[src/rtl/jump_pkg.sv]
// Shared types and defaults for the jump unit.
package jump_pkg;

  typedef enum logic [1:0] {
    RUN,
    HALT,
    FAULT
  } state_t;

  // Decoded control-flow request for the current cycle, after priority resolution.
  typedef enum logic [2:0] {
    DEC_NONE,
    DEC_HALT,
    DEC_RET,
    DEC_CALL,
    DEC_JUMP,
    DEC_BRANCH_TAKEN,
    DEC_BRANCH_NOT
  } dec_t;

  localparam int unsigned JUMP_LUT_STRIDE = 16;

  // Default jump-target table: entry i holds 16*i (caller truncates to D bits).
  function automatic logic [31:0] jump_lut_default(input logic [31:0] idx);
    return idx * JUMP_LUT_STRIDE;
  endfunction

endpackage

[src/rtl/jump_unit_ret_stack.sv]
// Return-address stack: S entries of D bits, pointer cleared on reset.
// Caller must not push when full or pop when empty.
module ret_stack #(
  parameter int unsigned D = 12,
  parameter int unsigned S = 4
) (
  input  logic                     clk,
  input  logic                     reset,
  input  logic                     push,
  input  logic                     pop,
  input  logic [D-1:0]             push_data,
  output logic [D-1:0]             top,
  output logic [$clog2(S+1)-1:0]   depth,
  output logic                     full,
  output logic                     empty
);

  localparam int unsigned PW = $clog2(S+1);
  localparam int unsigned IW = $clog2(S);

  logic [D-1:0]  r_mem [S];
  logic [PW-1:0] r_ptr;
  logic [IW-1:0] w_top_idx;
  logic [IW-1:0] w_wr_idx;

  assign w_top_idx = IW'(r_ptr - PW'(1));
  assign w_wr_idx  = IW'(r_ptr);
  assign full      = (r_ptr == PW'(S));
  assign empty     = (r_ptr == '0);
  assign depth     = r_ptr;
  assign top       = empty ? '0 : r_mem[w_top_idx];

  // Stack pointer: cleared on reset, moves on accepted push/pop
  always_ff @(posedge clk) begin
    if (reset)
      r_ptr <= '0;
    else if (push && !full)
      r_ptr <= r_ptr + PW'(1);
    else if (pop && !empty)
      r_ptr <= r_ptr - PW'(1);
  end

  // Entry storage: no reset, stale entries are unreachable once the pointer clears
  always_ff @(posedge clk) begin
    if (!reset && push && !full)
      r_mem[w_wr_idx] <= push_data;
  end

endmodule

[src/rtl/jump_unit.sv]
// Jump unit: resolves jumps, branches, calls and returns into an absolute
// jump enable/target for the program counter; freezes the PC on halt/fault.
// Optional macro JUMP_LUT_WRITE_EN makes the target LUT writable.
module jump_unit
  import jump_pkg::*;
#(
  parameter int unsigned D = 12,
  parameter int unsigned L = 5,
  parameter int unsigned S = 4
) (
  input  logic                   clk,
  input  logic                   reset,
`ifdef JUMP_LUT_WRITE_EN
  input  logic                   lut_we,
  input  logic [L-1:0]           lut_waddr,
  input  logic [D-1:0]           lut_wdata,
`endif
  input  logic [D-1:0]           prog_ctr,
  input  logic                   jump,
  input  logic                   branch,
  input  logic                   cond_flag,
  input  logic                   call,
  input  logic                   ret,
  input  logic [L-1:0]           lut_idx,
  input  logic                   halt_req,
  output logic                   absjump_en,
  output logic [D-1:0]           target,
  output logic [$clog2(S+1)-1:0] depth,
  output logic                   done,
  output logic                   fault
);

  state_t       r_state;
  state_t       w_next_state;
  dec_t         w_dec;
  logic [D-1:0] w_lut_rd;
  logic [D-1:0] w_stack_top;
  logic [D-1:0] w_push_data;
  logic         w_push;
  logic         w_pop;
  logic         w_full;
  logic         w_empty;

`ifdef JUMP_LUT_WRITE_EN
  logic [D-1:0] r_lut [2**L];

  // Writable LUT: defaults reloaded on reset, writes accepted in every state
  always_ff @(posedge clk) begin
    if (reset) begin
      for (int unsigned i = 0; i < 2**L; i++)
        r_lut[i] <= D'(jump_lut_default(i));
    end else if (lut_we) begin
      r_lut[lut_waddr] <= lut_wdata;
    end
  end

  assign w_lut_rd = r_lut[lut_idx];
`else
  assign w_lut_rd = D'(jump_lut_default(32'(lut_idx)));
`endif

  assign w_push_data = prog_ctr + D'(1);

  ret_stack #(
    .D(D),
    .S(S)
  ) u_ret_stack (
    .clk       (clk),
    .reset     (reset),
    .push      (w_push),
    .pop       (w_pop),
    .push_data (w_push_data),
    .top       (w_stack_top),
    .depth     (depth),
    .full      (w_full),
    .empty     (w_empty)
  );

  // Priority decode of control-flow flags: halt > ret > call > jump > branch
  always_comb begin
    w_dec = DEC_NONE;
    if (halt_req)    w_dec = DEC_HALT;
    else if (ret)    w_dec = DEC_RET;
    else if (call)   w_dec = DEC_CALL;
    else if (jump)   w_dec = DEC_JUMP;
    else if (branch) w_dec = cond_flag ? DEC_BRANCH_TAKEN : DEC_BRANCH_NOT;
  end

  // State register
  always_ff @(posedge clk) begin
    if (reset) r_state <= RUN;
    else       r_state <= w_next_state;
  end

  // Next state, stack control and PC jump outputs
  always_comb begin
    w_next_state = r_state;
    w_push       = 1'b0;
    w_pop        = 1'b0;
    absjump_en   = 1'b0;
    target       = w_lut_rd;
    if (reset) begin
      target = '0;
    end else begin
      unique case (r_state)
        RUN: begin
          unique case (w_dec)
            DEC_HALT: begin
              absjump_en   = 1'b1;
              target       = prog_ctr;
              w_next_state = HALT;
            end
            DEC_RET: begin
              absjump_en = 1'b1;
              if (w_empty) begin
                target       = prog_ctr;
                w_next_state = FAULT;
              end else begin
                target = w_stack_top;
                w_pop  = 1'b1;
              end
            end
            DEC_CALL: begin
              absjump_en = 1'b1;
              if (w_full) begin
                target       = prog_ctr;
                w_next_state = FAULT;
              end else begin
                w_push = 1'b1;
              end
            end
            DEC_JUMP, DEC_BRANCH_TAKEN: absjump_en = 1'b1;
            default: absjump_en = 1'b0;
          endcase
        end
        default: begin
          absjump_en = 1'b1;
          target     = prog_ctr;
        end
      endcase
    end
  end

  assign done  = (r_state == HALT);
  assign fault = (r_state == FAULT);

endmodule

[config.mk]
export PLATFORM = sky130hd
export DESIGN_NAME = jump_unit
export DESIGN_NICKNAME = d
export VERILOG_FILES = /design/src/rtl/jump_pkg.sv /design/src/rtl/jump_unit_ret_stack.sv /design/src/rtl/jump_unit.sv
export SDC_FILE = /design/constraint.sdc
export NUM_CORES = 1
export LEC_CHECK = 0
export BUFFER_PORTS_ARGS = -buffer_cell sky130_fd_sc_hd__clkbuf_2
export CAP_MARGIN = 20
export CORE_MARGIN = 2
export CORE_UTILIZATION = 56
export DETAILED_ROUTE_END_ITERATION = 10
export PLACE_DENSITY = 0.78
export SLEW_MARGIN = 20
export SYNTH_ARGS = -nofsm -noshare
export SYNTH_HDL_FRONTEND = slang
export SYNTH_SLANG_ARGS = --single-unit
[constraint.sdc]
create_clock -name clk -period 2.6 [get_ports clk]
set_input_delay 0.52 -clock clk [delete_from_list [all_inputs] [get_ports clk]]
set_output_delay 0.52 -clock clk [all_outputs]
set_load 0.005 [all_outputs]
Yosys cells after proc, flatten, opt, wreduce, memory -nomap -nowiden
Memories as Yosys holds them, arrays and structs flattened.
Index checks and enable logic that the tools add are counted.
W data, S select, Z words.
{"block": "totals", "register_bits": 5, "mem_bits_rw": 48, "inputBits": 25, "output_inout_bits": 18, "word_cells": 58, "mem_count": 1}
{"name": "u_ret_stack.r_mem", "words": 4, "word_bits": 12, "read_ports": 1, "rd_clocked_by_memory_dff": 0, "wr": 1, "line": "jump_unit_ret_stack.sv:21", "source": "logic [D-1:0] r_mem [S];"}
{"block": "classes", "add_sub_neg": 3, "n_eq_ne": 10, "mux": 29, "n_reduce_logical": 13}
{"cell": "$mux W12", "n": 4}
{"cell": "$pmux W12 S3", "n": 1}
{"cell": "$mux W3", "n": 7}
{"cell": "$mux W1", "n": 13}
{"cell": "$add A12 B1 Y12 const B", "n": 1}
{"cell": "$eq A3 B3 Y1 const B", "n": 3}
{"cell": "$eq A3 B2 Y1 const B", "n": 2}
{"cell": "$mux W2", "n": 3}
{"cell": "$pmux W2 S3", "n": 1}
{"cell": "$reduce_or A5 Y1", "n": 1}
{"cell": "$logic_and A1 B1 Y1", "n": 4}
{"cell": "$ne A2 B1 Y1 const B", "n": 2}
{"cell": "$reduce_and A4 Y1", "n": 1}
{"cell": "$add A3 B1 Y3 const B", "n": 1}
{"cell": "$eq A3 B1 Y1 const B", "n": 1}
{"cell": "$logic_not A1 Y1", "n": 3}
{"cell": "$logic_not A3 Y1", "n": 1}
{"cell": "$reduce_bool A3 Y1", "n": 1}
{"cell": "$sub A3 B1 Y3 const B", "n": 1}
{"cell": "$eq A2 B1 Y1 const B", "n": 1}
{"cell": "$eq A2 B2 Y1 const B", "n": 1}
{"cell": "$logic_not A2 Y1", "n": 1}
{"cell": "$reduce_bool A2 Y1", "n": 1}

Depth between registers and ports, before layout
{"block": "logic_depth", "depth_word": 14, "depth_mapped": 9, "depth_no_buf": 6}

By module
Synthesis repeated with hierarchy kept, for this count alone.
{"block": "hier_totals", "cells_unflattened": 176, "area_unflattened_um2": 2612.5}
{"mod": "ret_stack", "instances": 1, "cells_each": 109, "area_per_inst_um2": 2095.8, "seq_area_each_um2": 1501.4}
{"mod": "jump_unit", "instances": 1, "cells_each": 67, "area_per_inst_um2": 516.7, "seq_area_each_um2": 40.0}

Worst setup path before layout
Ideal clock, no wire load.
{"block": "synth_timing", "path_kind": "register to output", "start": "register u_ret_stack.r_ptr[0], in the netlist u_ret_stack.depth[0]", "end": "output target[8]", "t_arrival_ns": 1.932, "required_ns": 2.080, "slack_ns": 0.148, "path_stages_with_launch": 9, "path_buffers": 3, "path_cell_list": "dfxtp_1 -> buf_6 -> buf_12 -> inv_1 -> ha_1 -> buf_2 -> mux4_2 -> nor2b_1 -> a221o_1"}
{"block": "synth_via", "elab_chain_cells": 6, "elab_cells_between_ends": 9, "cone_classes": "add/sub (1); eq/ne (1); mux (5); reduce/logical (1); memory (1)"}
{"item": "start: declaration", "line": "jump_unit_ret_stack.sv:22", "source": "logic [PW-1:0] r_ptr;"}
{"item": "start signal: assignment", "line": "jump_unit_ret_stack.sv:38", "source": "r_ptr <= r_ptr + PW'(1);"}
{"item": "start signal: assignment", "line": "jump_unit_ret_stack.sv:40", "source": "r_ptr <= r_ptr - PW'(1);"}
{"item": "$sub A3 B1 Y3"}
{"item": "$mem_v2 Z4 W12"}
{"item": "$mux W12", "line": "jump_unit.sv:115", "source": "if (w_empty) begin"}
{"item": "$pmux W12 S3 *", "line": "jump_unit.sv:107", "source": "unique case (w_dec)"}
{"item": "$mux W12 *", "line": "jump_unit.sv:105", "source": "unique case (r_state)"}
{"item": "$mux W12 *", "line": "jump_unit.sv:102", "source": "if (reset) begin"}
{"item": "end: declaration", "line": "jump_unit.sv:27", "source": "output logic [D-1:0] target,"}
Every way passes the cells marked *; elsewhere a longest branch is shown, timed or not.

Worst setup path in the final report
{"block": "layout_timing", "start": "register u_ret_stack.r_ptr[1], in the netlist u_ret_stack.depth[1]", "end": "output target[8]"}
Same word-level chain as after synthesis.

==> run metrics <==
syn avg cell area 15.2 µm²; Tcrit/Tclk final 0.954; Synth-to-Final Area Change 15.7%; fraction of registers with async set/reset 0; Slew Viols, Final 0; largest net degree at the start of global routing 17; worst-margin pin slew 0.351 ns; Final Critical Period 2.48 ns; total track usage 0.222; Core Util, Final 0.660; area of the multi-input gates 1050 µm²; I/O Buffers 42; status complete, no violations; placed cell area 2970 µm²; clk_skew 0.0100 ns; DRC violations left 0; Leak Pwr 1.16 nW; Fin Setup TNS 0 ns; post-route cell area 3080 µm²; Arrival @ worst endpoint 1.96 ns; synth unique cells 42; CTS tree built; CTS Buf Count 5; Non-Filler Instances 285; Longest Clk Path Bufs 2; Sinks on Clock Net 53; die area 5310 µm²; Synth Instances 175; first-pass GRT wire length 8550 µm; YS warnings 0; GP Congestion 0.814; met1 wire length 2420 µm; top cell type's share of synthesized area 0.542; Pwr per Cell Area 587 nW/µm²; Core Region 4660 µm²; VDD IR max 0.416 mV; unrepaired setup endpoints after global routing no; met2 routed WL 2690 µm; Worst Hold Class in2reg; Max H-tree Level 2; largest cells by area after synthesis edfxtp_1 54%, mux4_1 11%, dfxtp_1 3.8%; met3 wire len 316 µm; Final ANT Viol Nets 0; DP Cell Count 277; gr ovfl total 0; register area share after synthesis 0.580; HPWL Detailed 3930 µm; Final Power 1.80 mW; max-cap viol count 0; Initial Utilization 0.570; CP Capture Type output pin; Die H 72.9 µm; CP startpoint kind flip-flop; Layout fillers 344; Post-synth EDFFs 48; syn_nets 206; DR WL/cell 19.2 µm; Synth Register Bits 53; Final setup viols 0; die width 72.9 µm; Setup CP Type reg2out; Starting DRT DRC Count 72; Top FF cell, synth edfxtp_1; Top Metal Used met4; via count 1732; row count 25; CTS clock-pin slew for the worst setup and hold paths 0.09 ns; commonest cells after routing, fill and taps aside 48 x edfxtp_1, 42 x clkbuf_2, 14 x nor2_1; WL final 5480 µm; Reg area 1540 µm²; vias in the first global route 1704; Req. time, crit path 2.08 ns; Ant. Diodes 0; CTS root buffer clkbuf_8; share of cells above drive strength 1 0.312; post-CTS setup buffers 0; Hold Vio Cnt, Final 0; Rel. slew slack 0.765; io pins 43; initial antenna violation count 0; drt via density 6.08; Synth Cell Area 2660 µm²; commonest non-fill, non-tap cell in the layout edfxtp_1; area leader, netlist edfxtp_1; Total Nets Final 261; DRT Pass-1 Iters 4; Crit Path Max Fanout 7; Worst-Skew Late Latency 0.31 ns; maximum clock rate 403 MHz
-- layout make-up --
| class | count | area share |
|---|---|---|
| inverter | 5 | 0.00610 |
| timing repair buffer | 55 | 0.101 |
| clock inverter | 1 | 0.00285 |
| tap | 54 | 0.0220 |
| multi-input combinational | 110 | 0.341 |
| clock buffer | 7 | 0.0248 |
| sequential | 53 | 0.502 |
-- cell families (layout without fill, tap and decap cells) --
| logic type | Yosys count | in the layout | synth area share |
|---|---|---|---|
| compound gates | 26 | 26 | 0.0833 |
| simple gates | 54 | 54 | 0.121 |
| mux | 12 | 12 | 0.117 |
| flops | 53 | 53 | 0.580 |
| buf+inv | 12 | 68 | 0.0301 |
| fa+ha+maj | 6 | 6 | 0.0282 |
| xor+xnor | 12 | 12 | 0.0396 |
-- per-stage QoR --
step	hold WS (ns)	worst slack, ns
floorplan	0.549	0.148
global placement	0.576	0.348
detailed placement	0.611	0.256
CTS	0.584	0.0607
global route	0.611	0.00712
finish	0.586	0.121
-- Yosys cell counts (2+ instances only) --
cell      number
xor2_1         3
a221o_1        5
mux4_1        11
nor3_2         2
nand3b_1       2
edfxtp_1      48
dfxtp_1        5
inv_1          5
and4_1         3
o211ai_1       2
a311oi_1       2
nand3_1        6
nor2b_1        6
xnor2_1        9
clkbuf_1       3
nand2_1        3
nor2_1        14
a21oi_1        4
a22oi_1        7
ha_1           6
and2_1         5
and3_1         4
-- metal layers --
metal	up-vias	global-route usage
met3	6	0.0442
met5	-	0
li1	815	-
met4	0	0.0679
met2	56	0.364
met1	855	0.303
-- path summary, 6_finish.rpt --
path                        startpoint                 endpoint  slack [ns]  depth (start not counted)
setup / recovery  u_ret_stack.depth[1]                target[8]        0.12                          6
hold / removal                halt_req               r_state[0]        0.59                          3
setup reg to reg  u_ret_stack.depth[1]  u_ret_stack.r_mem[0][9]        0.56                          6
hold reg to reg             r_state[1]               r_state[1]        0.63                          2
-- critical path: stages, from the launching register on --
cell and delay (ns):
dfxtp_2 0.37, inv_1 0.12, ha_4 0.34, mux4_2 0.28, nor2b_1 0.15, a221o_1 0.28
clkbuf_2 0.12
-- flip-flops by register name, indices dropped and copies added (netlist names) --
name / flops
r_state: 2
u_ret_stack.depth: 3
u_ret_stack.r_mem: 48
-- power by group --
| part | switching, mW | total (mW) | internal (mW) |
|---|---|---|---|
| Clock | 0.267 | 0.460 | 0.193 |
| Combinational | 0.189 | 0.378 | 0.189 |
| Sequential | 0.0187 | 0.967 | 0.948 |
| Total | 0.474 | 1.80 | 1.33 |
-- what timing repair did --
action                                  4_1_cts  5_1_grt
endpoints found under the hold margin         0        0
hold buffers                                  0        0
endpoints found under the setup margin       10        7
gates resized for setup                       2        3
(Power assumes the default switching activity.)
